==> src/rtl/decode_group_buffer_if.sv <==
// Shared decode types and the fetch/rename-facing bus of decode_group_buffer.
//
// decode_group_buffer_pkg
//   instr_info_t          : decoded fields of one instruction
//   instruction_decoder() : pure combinational decode of a raw 32-bit word
//
// decode_group_buffer_if #(FETCH_W, DEC_W, DEPTH)
//   flush, in_valid, in_count, in_instr, in_pc, out_ready : driven by master
//   in_ready, out_valid, out_info, out_pc, occupancy       : driven by slave
//
// Handshake rules for this bus:
//   - Push side: a bundle transfers on a rising edge where in_valid && in_ready
//     && !flush. in_ready depends only on the current occupancy, never on
//     out_ready or in_valid. Only slots 0..in_count-1 are meaningful.
//   - Pop side: every slot flagged in out_valid (a contiguous prefix from bit 0)
//     transfers on a rising edge where out_ready && !flush. Acceptance is
//     all-or-nothing; out_valid never depends on out_ready.

package decode_group_buffer_pkg;

  typedef enum logic [2:0] {
    OPC_ALU,
    OPC_LOAD,
    OPC_STORE,
    OPC_BRANCH,
    OPC_JUMP,
    OPC_SYSCALL,
    OPC_INVALID
  } opc_t;

  typedef enum logic [1:0] {
    CF_NONE,
    CF_BRANCH,
    CF_JUMP,
    CF_JR
  } cf_kind_t;

  typedef struct packed {
    opc_t        opc;
    cf_kind_t    cf_kind;
    logic        is_syscall;
    logic [4:0]  rs;
    logic [4:0]  rt;
    logic [4:0]  rd;
    logic [15:0] imm;
  } instr_info_t;

  // MIPS-style decode; anything unrecognised is OPC_INVALID and flows on.
  function automatic instr_info_t instruction_decoder(input logic [31:0] instr);
    instr_info_t info;
    info.opc        = OPC_INVALID;
    info.cf_kind    = CF_NONE;
    info.is_syscall = 1'b0;
    info.rs         = instr[25:21];
    info.rt         = instr[20:16];
    info.rd         = instr[15:11];
    info.imm        = instr[15:0];
    case (instr[31:26])
      6'h00: begin
        case (instr[5:0])
          6'h00, 6'h21, 6'h23, 6'h24, 6'h25, 6'h2a: info.opc = OPC_ALU;
          6'h08: begin
            info.opc     = OPC_JUMP;
            info.cf_kind = CF_JR;
          end
          6'h0c: begin
            info.opc        = OPC_SYSCALL;
            info.is_syscall = 1'b1;
          end
          default: ;
        endcase
      end
      6'h02, 6'h03: begin
        info.opc     = OPC_JUMP;
        info.cf_kind = CF_JUMP;
      end
      6'h04, 6'h05: begin
        info.opc     = OPC_BRANCH;
        info.cf_kind = CF_BRANCH;
      end
      6'h09, 6'h0c, 6'h0d, 6'h0f: info.opc = OPC_ALU;
      6'h23: info.opc = OPC_LOAD;
      6'h2b: info.opc = OPC_STORE;
      default: ;
    endcase
    return info;
  endfunction

endpackage

interface decode_group_buffer_if #(
  parameter int FETCH_W = 2,
  parameter int DEC_W   = 2,
  parameter int DEPTH   = 8
);
  import decode_group_buffer_pkg::*;

  logic                             flush;
  logic                             in_valid;
  logic                             in_ready;
  logic [$clog2(FETCH_W+1)-1:0]     in_count;
  logic [FETCH_W*32-1:0]            in_instr;
  logic [31:0]                      in_pc;
  logic [DEC_W-1:0]                 out_valid;
  instr_info_t [DEC_W-1:0]          out_info;
  logic [DEC_W*32-1:0]              out_pc;
  logic                             out_ready;
  logic [$clog2(DEPTH+1)-1:0]       occupancy;

  modport master (
    output flush, in_valid, in_count, in_instr, in_pc, out_ready,
    input  in_ready, out_valid, out_info, out_pc, occupancy
  );

  modport slave (
    input  flush, in_valid, in_count, in_instr, in_pc, out_ready,
    output in_ready, out_valid, out_info, out_pc, occupancy
  );

endinterface

==> src/rtl/decode_group_buffer.sv <==
// decode_group_buffer: instruction queue plus multi-slot decode between fetch
// and rename. Fetch bundles (up to FETCH_W) are written into a DEPTH-entry
// circular queue; up to DEC_W entries from the head are decoded each cycle and
// trimmed into an issue group (one control-flow per group, syscall alone).
//
// Ports:
//   clk   : clock, all state on rising edge
//   rst_n : asynchronous active-low reset
//   bus   : decode_group_buffer_if.slave (fetch push, rename pop, flush,
//           occupancy)
//
// Optional feature: define DECODE_BUF_BYPASS_EN to let an empty queue present
// the incoming bundle in the same cycle (zero-latency bypass).

module decode_group_buffer
  import decode_group_buffer_pkg::*;
#(
  parameter int FETCH_W = 2,
  parameter int DEC_W   = 2,
  parameter int DEPTH   = 8
) (
  input logic                  clk,
  input logic                  rst_n,
  decode_group_buffer_if.slave bus
);

  localparam int PW   = $clog2(DEPTH);
  localparam int OW   = $clog2(DEPTH + 1);
  localparam int SW   = $clog2(DEC_W + 1);
  localparam int XW   = (FETCH_W > DEC_W) ? FETCH_W : DEC_W;
  localparam int PADW = 32 * XW;

  logic [31:0]   mem_instr [DEPTH];
  logic [31:0]   mem_pc    [DEPTH];
  logic [PW-1:0] head;
  logic [PW-1:0] tail;
  logic [OW-1:0] occ;

  logic              byp;
  logic [PADW-1:0]   in_pad;
  logic [31:0]       cand_instr [DEC_W];
  logic [31:0]       cand_pc    [DEC_W];
  logic [DEC_W-1:0]  cand_avail;
  instr_info_t       cand_info  [DEC_W];
  logic [DEC_W-1:0]  grp_valid;
  logic [SW-1:0]     grp_cnt;
  logic [SW-1:0]     pop_n;
  logic              push_ok;
  int                skip;

`ifdef DECODE_BUF_BYPASS_EN
  assign byp = (occ == '0) && bus.in_valid && !bus.flush;
`else
  assign byp = 1'b0;
`endif

  // Widened copy so slot k can be sliced even when DEC_W > FETCH_W.
  assign in_pad = PADW'(bus.in_instr);

  // Candidate k comes from head+k (wraps naturally, DEPTH is a power of 2),
  // or straight from the fetch bundle while bypassing an empty queue.
  always_comb begin
    for (int k = 0; k < DEC_W; k++) begin
      cand_instr[k] = mem_instr[head + PW'(k)];
      cand_pc[k]    = mem_pc[head + PW'(k)];
      cand_avail[k] = k < int'(occ);
      if (byp) begin
        cand_instr[k] = in_pad[32*k +: 32];
        cand_pc[k]    = bus.in_pc + 32'(4 * k);
        cand_avail[k] = k < int'(bus.in_count);
      end
    end
  end

  for (genvar g = 0; g < DEC_W; g++) begin : g_dec
    assign cand_info[g] = instruction_decoder(cand_instr[g]);
  end

  // A slot joins the group only if everything before it joined and the
  // previous slot did not end the group; a syscall never joins behind others.
  always_comb begin
    grp_valid    = '0;
    grp_valid[0] = cand_avail[0];
    for (int k = 1; k < DEC_W; k++) begin
      grp_valid[k] = cand_avail[k] && grp_valid[k-1]
                  && (cand_info[k-1].cf_kind == CF_NONE)
                  && !cand_info[k-1].is_syscall
                  && !cand_info[k].is_syscall;
    end
  end

  always_comb begin
    grp_cnt = '0;
    for (int k = 0; k < DEC_W; k++) begin
      grp_cnt = grp_cnt + SW'(grp_valid[k]);
    end
  end

  assign pop_n   = (bus.out_ready && !bus.flush) ? grp_cnt : '0;
  assign push_ok = bus.in_valid && bus.in_ready && !bus.flush;
  // In bypass the popped slots never touch the queue; skip them on write.
  assign skip    = byp ? int'(pop_n) : 0;

  assign bus.in_ready  = occ <= OW'(DEPTH - FETCH_W);
  assign bus.occupancy = occ;
  assign bus.out_valid = grp_valid;

  always_comb begin
    for (int k = 0; k < DEC_W; k++) begin
      bus.out_info[k]         = cand_info[k];
      bus.out_pc[32*k +: 32]  = cand_pc[k];
    end
  end

  // Storage carries no reset; contents are don't-care while not occupied.
  always_ff @(posedge clk) begin
    if (push_ok) begin
      for (int i = 0; i < FETCH_W; i++) begin
        if (i >= skip && i < int'(bus.in_count)) begin
          mem_instr[tail + PW'(i - skip)] <= bus.in_instr[32*i +: 32];
          mem_pc[tail + PW'(i - skip)]    <= bus.in_pc + 32'(4 * i);
        end
      end
    end
  end

  always_ff @(posedge clk or negedge rst_n) begin
    if (!rst_n) begin
      head <= '0;
      tail <= '0;
      occ  <= '0;
    end else if (bus.flush) begin
      head <= '0;
      tail <= '0;
      occ  <= '0;
    end else begin
      if (!byp) head <= head + PW'(pop_n);
      if (push_ok) tail <= tail + PW'(int'(bus.in_count) - skip);
      occ <= occ + (push_ok ? OW'(bus.in_count) : '0) - OW'(pop_n);
    end
  end

endmodule

==> src/flat_wrapper.sv <==
// flat-port wrapper written by rule: the top's interface ports become plain ports
module decode_group_buffer_flat import decode_group_buffer_pkg::*;
#(
  parameter int FETCH_W = 2,
  parameter int DEC_W   = 2,
  parameter int DEPTH   = 8
)
  (clk, rst_n, bus_flush, bus_in_valid, bus_in_count, bus_in_instr, bus_in_pc, bus_out_ready, bus_in_ready, bus_out_valid, bus_out_info, bus_out_pc, bus_occupancy);
  decode_group_buffer_if #(.FETCH_W(FETCH_W), .DEC_W(DEC_W), .DEPTH(DEPTH)) bus_i ();
  input logic clk;
  input logic rst_n;
  input wire logic [$bits(bus_i.flush)-1:0] bus_flush;
  input wire logic [$bits(bus_i.in_valid)-1:0] bus_in_valid;
  input wire logic [$bits(bus_i.in_count)-1:0] bus_in_count;
  input wire logic [$bits(bus_i.in_instr)-1:0] bus_in_instr;
  input wire logic [$bits(bus_i.in_pc)-1:0] bus_in_pc;
  input wire logic [$bits(bus_i.out_ready)-1:0] bus_out_ready;
  output wire logic [$bits(bus_i.in_ready)-1:0] bus_in_ready;
  output wire logic [$bits(bus_i.out_valid)-1:0] bus_out_valid;
  output wire logic [$bits(bus_i.out_info)-1:0] bus_out_info;
  output wire logic [$bits(bus_i.out_pc)-1:0] bus_out_pc;
  output wire logic [$bits(bus_i.occupancy)-1:0] bus_occupancy;
  assign bus_i.flush = bus_flush;
  assign bus_i.in_valid = bus_in_valid;
  assign bus_i.in_count = bus_in_count;
  assign bus_i.in_instr = bus_in_instr;
  assign bus_i.in_pc = bus_in_pc;
  assign bus_i.out_ready = bus_out_ready;
  assign bus_in_ready = bus_i.in_ready;
  assign bus_out_valid = bus_i.out_valid;
  assign bus_out_info = bus_i.out_info;
  assign bus_out_pc = bus_i.out_pc;
  assign bus_occupancy = bus_i.occupancy;
  decode_group_buffer #(.FETCH_W(FETCH_W), .DEC_W(DEC_W), .DEPTH(DEPTH)) u_core (.clk(clk), .rst_n(rst_n), .bus(bus_i));
endmodule
==> config.mk <==
export PLATFORM = sky130hd
export DESIGN_NAME = decode_group_buffer_flat
export DESIGN_NICKNAME = d
export VERILOG_FILES = /design/src/rtl/decode_group_buffer_if.sv /design/src/rtl/decode_group_buffer.sv /design/src/flat_wrapper.sv
export SDC_FILE = /design/constraint.sdc
export NUM_CORES = 1
export LEC_CHECK = 0
export BUFFER_PORTS_ARGS = -buffer_cell sky130_fd_sc_hd__buf_2
export CELL_PAD_IN_SITES_DETAIL_PLACEMENT = 0
export CELL_PAD_IN_SITES_GLOBAL_PLACEMENT = 1
export CORE_MARGIN = 4
export CORE_UTILIZATION = 49
export CTS_CLUSTER_DIAMETER = 50
export DETAILED_ROUTE_END_ITERATION = 12
export HOLD_SLACK_MARGIN = 0.06
export PLACE_DENSITY_LB_ADDON = 0.1
export SKIP_CTS_REPAIR_TIMING = 1
export SLEW_MARGIN = 20
export SYNTH_ARGS = -nofsm -noshare
export SYNTH_HDL_FRONTEND = slang
export SYNTH_SLANG_ARGS = --single-unit
export TNS_END_PERCENT = 30
==> constraint.sdc <==
create_clock -name clk -period 8.2 [get_ports clk]
set_input_delay 1.23 -clock clk [delete_from_list [all_inputs] [get_ports clk]]
set_output_delay 1.23 -clock clk [all_outputs]
set_load 0.01 [all_outputs]
Word-level counts from Yosys, hierarchy flattened
Memories as Yosys holds them, arrays and structs flattened.
Index checks and enable logic that the tools add are counted.
{"block": "op_classes", "n_addsub": 8, "order_cmp": 5, "n_eq_ne": 34, "muxes": 24, "reduce_logical": 24}
{"cell": "$eq A6 B6 Y1 const B", "n": 14}
{"cell": "$eq A6 B4 Y1 const B", "n": 12}
{"cell": "$pmux W3 S6", "n": 2}
{"cell": "$add A32 B3 Y32 const B", "n": 1}
{"cell": "$eq A6 B2 Y1 const B", "n": 4}
{"cell": "$eq A6 B3 Y1 const B", "n": 4}
{"cell": "$logic_not A6 Y1", "n": 4}
{"cell": "$pmux W3 S3", "n": 2}
{"cell": "$pmux W2 S3", "n": 2}
{"cell": "$reduce_or A6 Y1", "n": 2}
{"cell": "$mux W1", "n": 10}
{"cell": "$mux W3", "n": 3}
{"cell": "$lt A1 B4 Y1 const A", "n": 2}
{"cell": "$mux W2", "n": 4}
{"cell": "$reduce_or A2 Y1", "n": 4}
{"cell": "$reduce_or A4 Y1", "n": 2}
{"cell": "$logic_and A1 B1 Y1", "n": 7}
{"cell": "$add A3 B1 Y3 const B", "n": 2}
{"cell": "$add A3 B2 Y3", "n": 2}
{"cell": "$add A4 B4 Y4", "n": 1}
{"cell": "$le A4 B3 Y1 const B", "n": 1}
{"cell": "$lt A1 B2 Y1 const A", "n": 2}
{"cell": "$mux W4", "n": 1}
{"cell": "$sub A4 B2 Y4", "n": 1}
{"cell": "4 further kinds", "n": 6}
{"block": "totals", "ff_bits": 10, "ram_bits": 512, "input_bits": 103, "output_inout_bits": 145, "wordCells": 100, "n_memories": 2}
{"memory": "u_core.mem_instr", "words": 8, "width": 32, "rd": 2, "rd_clocked_by_memory_dff": 0, "wr": 2, "line": "decode_group_buffer.sv:33", "text": "logic [31:0] mem_instr [DEPTH];"}
{"memory": "u_core.mem_pc", "words": 8, "width": 32, "rd": 2, "rd_clocked_by_memory_dff": 0, "wr": 2, "line": "decode_group_buffer.sv:34", "text": "logic [31:0] mem_pc [DEPTH];"}

Logic depth before layout (Yosys ltp)
An unclocked memory read counts as a cell.
{"block": "logic_depth", "depth_word": 12, "ltp_mapped": 20, "depth_no_buf": 16}

Worst setup path before layout
No wires, ideal clock.
{"block": "synth_timing", "path_kind": "input-to-reg", "start": "in bus_flush", "end": "mem u_core.mem_instr[4][0], enable pin", "setup_ns": 0.582, "arrival_ns": 6.575, "required_time_ns": 7.618, "setup_slack_ns": 1.044, "path_stages": 5, "cell_sequence": "inv_1 o2111a_1 and2_1 o21ai_0 o31ai_1"}
{"item": "from (decl)", "line": "flat_wrapper.sv:12", "text": "input wire logic [$bits(bus_i.flush)-1:0] bus_flush;"}
{"item": "to (decl)", "line": "decode_group_buffer.sv:33"}

Final worst setup path
{"block": "layout_timing", "start": "reg u_core.head[1]", "end": "out bus_out_info[72]"}
{"block": "layout_between", "elab_chain_cells": 6, "elab_cells_between_ends": 27}
{"item": "from (decl)", "line": "decode_group_buffer.sv:35", "text": "logic [PW-1:0] head;"}
{"item": "from (signal assigned)", "line": "decode_group_buffer.sv:137", "text": "if (!byp) head <= head + PW'(pop_n);"}
{"item": "$add A3 B1 Y3 *", "line": "decode_group_buffer.sv:64", "text": "cand_instr[k] = mem_instr[head + PW'(k)];"}
{"item": "$mem_v2 Z8 W32 *"}
{"item": "$eq A6 B6 Y1 or $logic_not A6 Y1 (tied branches)", "line": "decode_group_buffer_if.sv:60", "text": "case (instr[5:0])"}
{"item": "$reduce_or A6 Y1", "line": "decode_group_buffer_if.sv:60"}
{"item": "$pmux W3 S3", "line": "decode_group_buffer_if.sv:60"}
{"item": "$pmux W3 S6 *", "line": "decode_group_buffer_if.sv:58", "text": "case (instr[31:26])"}
{"item": "to (decl)", "line": "flat_wrapper.sv:20", "text": "output wire logic [$bits(bus_i.out_info)-1:0] bus_out_info;"}
Mark *: on every way between the ends. The rest lies on a longest branch, timed or not.

==> flow_summary.json <==
{
  "status": "finished, final reports clean",
  "syn_area_per_cell_um2": 11.3,
  "slew_violations": 0,
  "final.setup.worst_slack_ns": 1.95,
  "grtUsageTotal_pct": 29.6,
  "synthFlopType": "edfxtp_1",
  "p_leak_nw": 13.0,
  "ant_nets": 0,
  "min_path_type": "in2async",
  "insertion_delay_ns": 0.60,
  "hold_violations": 0,
  "cts_tree": "yes",
  "clkPwrFrac_pct": 30.1,
  "yosys_register_bits": 522,
  "clk_pin_slew_ns": 0.05,
  "synthMuxAreaShare_pct": 21.2,
  "drc": 0,
  "switching_share_pct": 33.8,
  "fmax_mhz": 160,
  "power.density_mw_per_mm2": 290,
  "synth_area_mm2": 0.0315,
  "core_mm2": 0.0634,
  "met3_usage_pct": 6.04,
  "syn_to_final_growth_pct": 12.7,
  "clk_path_buf_depth": 3,
  "overflow": 0,
  "ff2ff_path_depth": 15,
  "synth_cells": 2790,
  "p_comb_share_pct": 38.6,
  "gp_congestion": 0.857,
  "yosysSeqAreaShare_pct": 49.6,
  "drtIter0Drc": 2471,
  "synthArstFlopShare_pct": 1.92,
  "cts_root_buffer": "clkbuf_16",
  "p_switching_mw": 3.48,
  "synthSimpleGateAreaFrac_pct": 16.7,
  "vias": 22700,
  "skew_ns": 0.0156,
  "internal_power_mw": 6.83,
  "finalCritPeriodShare_pct": 76.3,
  "grt_max_degree": 150,
  "relSlewSlack_pct": 24.2,
  "criticalPathCategory": "reg2out",
  "worst_setup_path_end_kind": "output port",
  "synth_edf_count": 512,
  "synth_top_family_by_area": "multiplexers",
  "fin_nets": 3002,
  "first_global_vias": 22500,
  "use_met1_pct": 40.2,
  "drt_pass1_iterations": 5,
  "num-fill-cells": 5311,
  "die_h_um": 262,
  "p_seq_share_pct": 31.3,
  "synth_compound_area_share_pct": 1.08,
  "timing.rr.end": "u_core.bus.occupancy[2]$_DFF_PN0_",
  "fin_hold_ws_ns": 0.485,
  "crit_required_ns": 6.97,
  "use_met2_pct": 48.7,
  "cts_buffers": 73,
  "num_rows": 92,
  "dp_hpwl_mm": 58.0,
  "worst_ep_arrival_time_ns": 5.02,
  "finalSetupTns_ns": 0,
  "dieArea_mm2": 0.0685,
  "drive_gt1_share_pct": 26.1,
  "finish.utilization_pct": 56.0,
  "grt_antenna_before_repair": 13,
  "synth_fa_ha_area_share_pct": 0.762,
  "dp_cells": 3654,
  "die_w_um": 262,
  "top_usage_layer": "met2",
  "rsz0062_at_grt": "no",
  "pre_cts_ws_ns": 2.50,
  "crit_fanout": 47,
  "synthDistinctLibCells": 62,
  "synth_xor_area_share_pct": 6.53,
  "worstMarginPinSlew_ns": 1.14,
  "wirelength_mm": 102,
  "synth_nets": 2909,
  "yosys_warnings": 0,
  "grt_first_pass_wirelength_mm": 149,
  "fin_cells": 3790,
  "critPathLaunchType": "flop",
  "ir_drop_mv": 0.165,
  "cts_htree_levels": 3,
  "vias_per_cell": 6.00,
  "wl_per_cell_um": 26.9,
  "r2r-start": "u_core.head[1]$_DFF_PN0_",
  "rrSetupSlack_ns": 2.60,
  "max_cap_violations": 0,
  "cts.sinks": 522,
  "start_util_pct": 49.7,
  "portBuffers": 247,
  "ios": 248,
  "finalSetupViolCount": 0,
  "fin_crit_ns": 6.25
}
## logic make-up after synthesis
family | after synthesis
XOR/XNOR | 234
AND/OR/NAND/NOR | 1329
multiplexers | 346
AO/OA/AOI/OAI | 52
adder cells (fa/ha/maj) | 17
buffers and inverters | 290
flip-flops | 522
## layout make-up
class	instances	area, um^2	area share (%)
Clock buffer	86	1900	5.34
Clock inverter	45	459	1.29
Multi-Input combinational cell	1978	14800	41.6
Tap cell	846	1060	2.98
Sequential cell	522	15600	44.0
Timing Repair Buffer	297	1640	4.63
Antenna cell	5	12.5	0.0352
Inverter	11	41.3	0.116
## layer usage
| layer | part of all wire [%] | wire length [um] | vias to the layer above |
|---|---|---|---|
| met2 | 48 | 48900 | 1157 |
| met4 | 3.1 | 3120 | 16 |
| met5 | 0.092 | 94 | - |
| met3 | 9.1 | 9290 | 223 |
| li1 | - | - | 9914 |
| met1 | 40 | 40500 | 11400 |
## cell usage after synthesis (11+ instances only)
master | count | area, um^2
edfxtp_1 | 512 | 15400
nor2_1 | 113 | 424
inv_1 | 11 | 41.3
clkbuf_2 | 18 | 90.1
nand3_1 | 19 | 95.1
buf_4 | 29 | 218
xor2_1 | 92 | 806
buf_2 | 49 | 245
xnor2_1 | 141 | 1230
o21ai_0 | 18 | 90.1
nand2_1 | 1108 | 4160
clkbuf_1 | 127 | 477
ha_1 | 12 | 150
and3_1 | 15 | 93.8
mux2_2 | 74 | 833
buf_1 | 53 | 199
mux2i_1 | 20 | 200
mux4_2 | 248 | 5590
## registers in the layout (all words and copies together), names as in the netlist
| signal | count |
|---|---|
| u_core.bus.occupancy | 4 |
| u_core.mem_pc | 256 |
| u_core.tail | 3 |
| u_core.mem_instr | 256 |
| u_core.head | 3 |
## power by group through the flow
stage                     combinational [mW]  clock [mW]  sequential [mW]
after floorplan                         2.96           0             3.20
after global placement                  3.97           0             3.27
after detailed placement                4.01           0             3.28
after CTS                               4.03        3.14             3.22
after global routing                    4.28        3.26             3.24
final                                   3.98        3.10             3.23
## metrics by stage
stage	power, mW	cell area (um^2)
after CTS	10.4	35500
after detailed placement	7.29	33200
after global placement	7.24	33100
after floorplan	6.16	31500
final	10.3	35500
after global routing	10.8	35500
## placed cells by master, fill, tap and decap left out, types with 6 or more instances in the layout
cell           n
clkinv_2       7
clkbuf_16     74
nand2b_1       7
xor2_1        92
o21ai_0       12
and2_1         7
clkbuf_1      12
and3_1        15
ha_1          11
inv_1         11
nor3_1         6
mux2i_1       20
inv_6         11
mux4_2       248
dfrtp_1        7
o21ai_4        6
edfxtp_1     512
buf_2        247
nand3_1       19
buf_4         48
nor2_1       109
mux2_2        74
nor3b_1        6
nor2b_1        6
clkinvlp_4     8
nand2_1     1108
xnor2_1      140
nand4_1        6
a21oi_1        9
clkinv_1       9
bufinv_16      6
## worst max path at each step
| stage | from | end | slack [ns] | cells past startpoint |
|---|---|---|---|---|
| after floorplan | bus_flush | u_core.mem_instr[4][0]$_DFFE_PP_ | 1.04 | 5 |
| after CTS | u_core.head[1]$_DFF_PN0_ | bus_out_info[72] | 1.85 | 10 |
| after global routing | u_core.head[1]$_DFF_PN0_ | bus_out_info[72] | 1.60 | 10 |
| after detailed placement | u_core.head[1]$_DFF_PN0_ | bus_out_info[72] | 2.50 | 10 |
| after global placement | u_core.head[1]$_DFF_PN0_ | bus_out_info[72] | 2.59 | 10 |
| final | u_core.head[1]$_DFF_PN0_ | bus_out_info[72] | 1.95 | 10 |
## critical path: stages (launching register included)
cell and delay [ns]:
dfrtp_4 0.76, ha_4 0.98, buf_4 0.62, nand3b_1 0.14
mux2_1 0.33, nand4_1 0.30, inv_1 0.18, and3_1 0.18
a311o_1 0.35, o311ai_1 0.34, buf_2 0.20
Power figures use the tool's default switching activity.
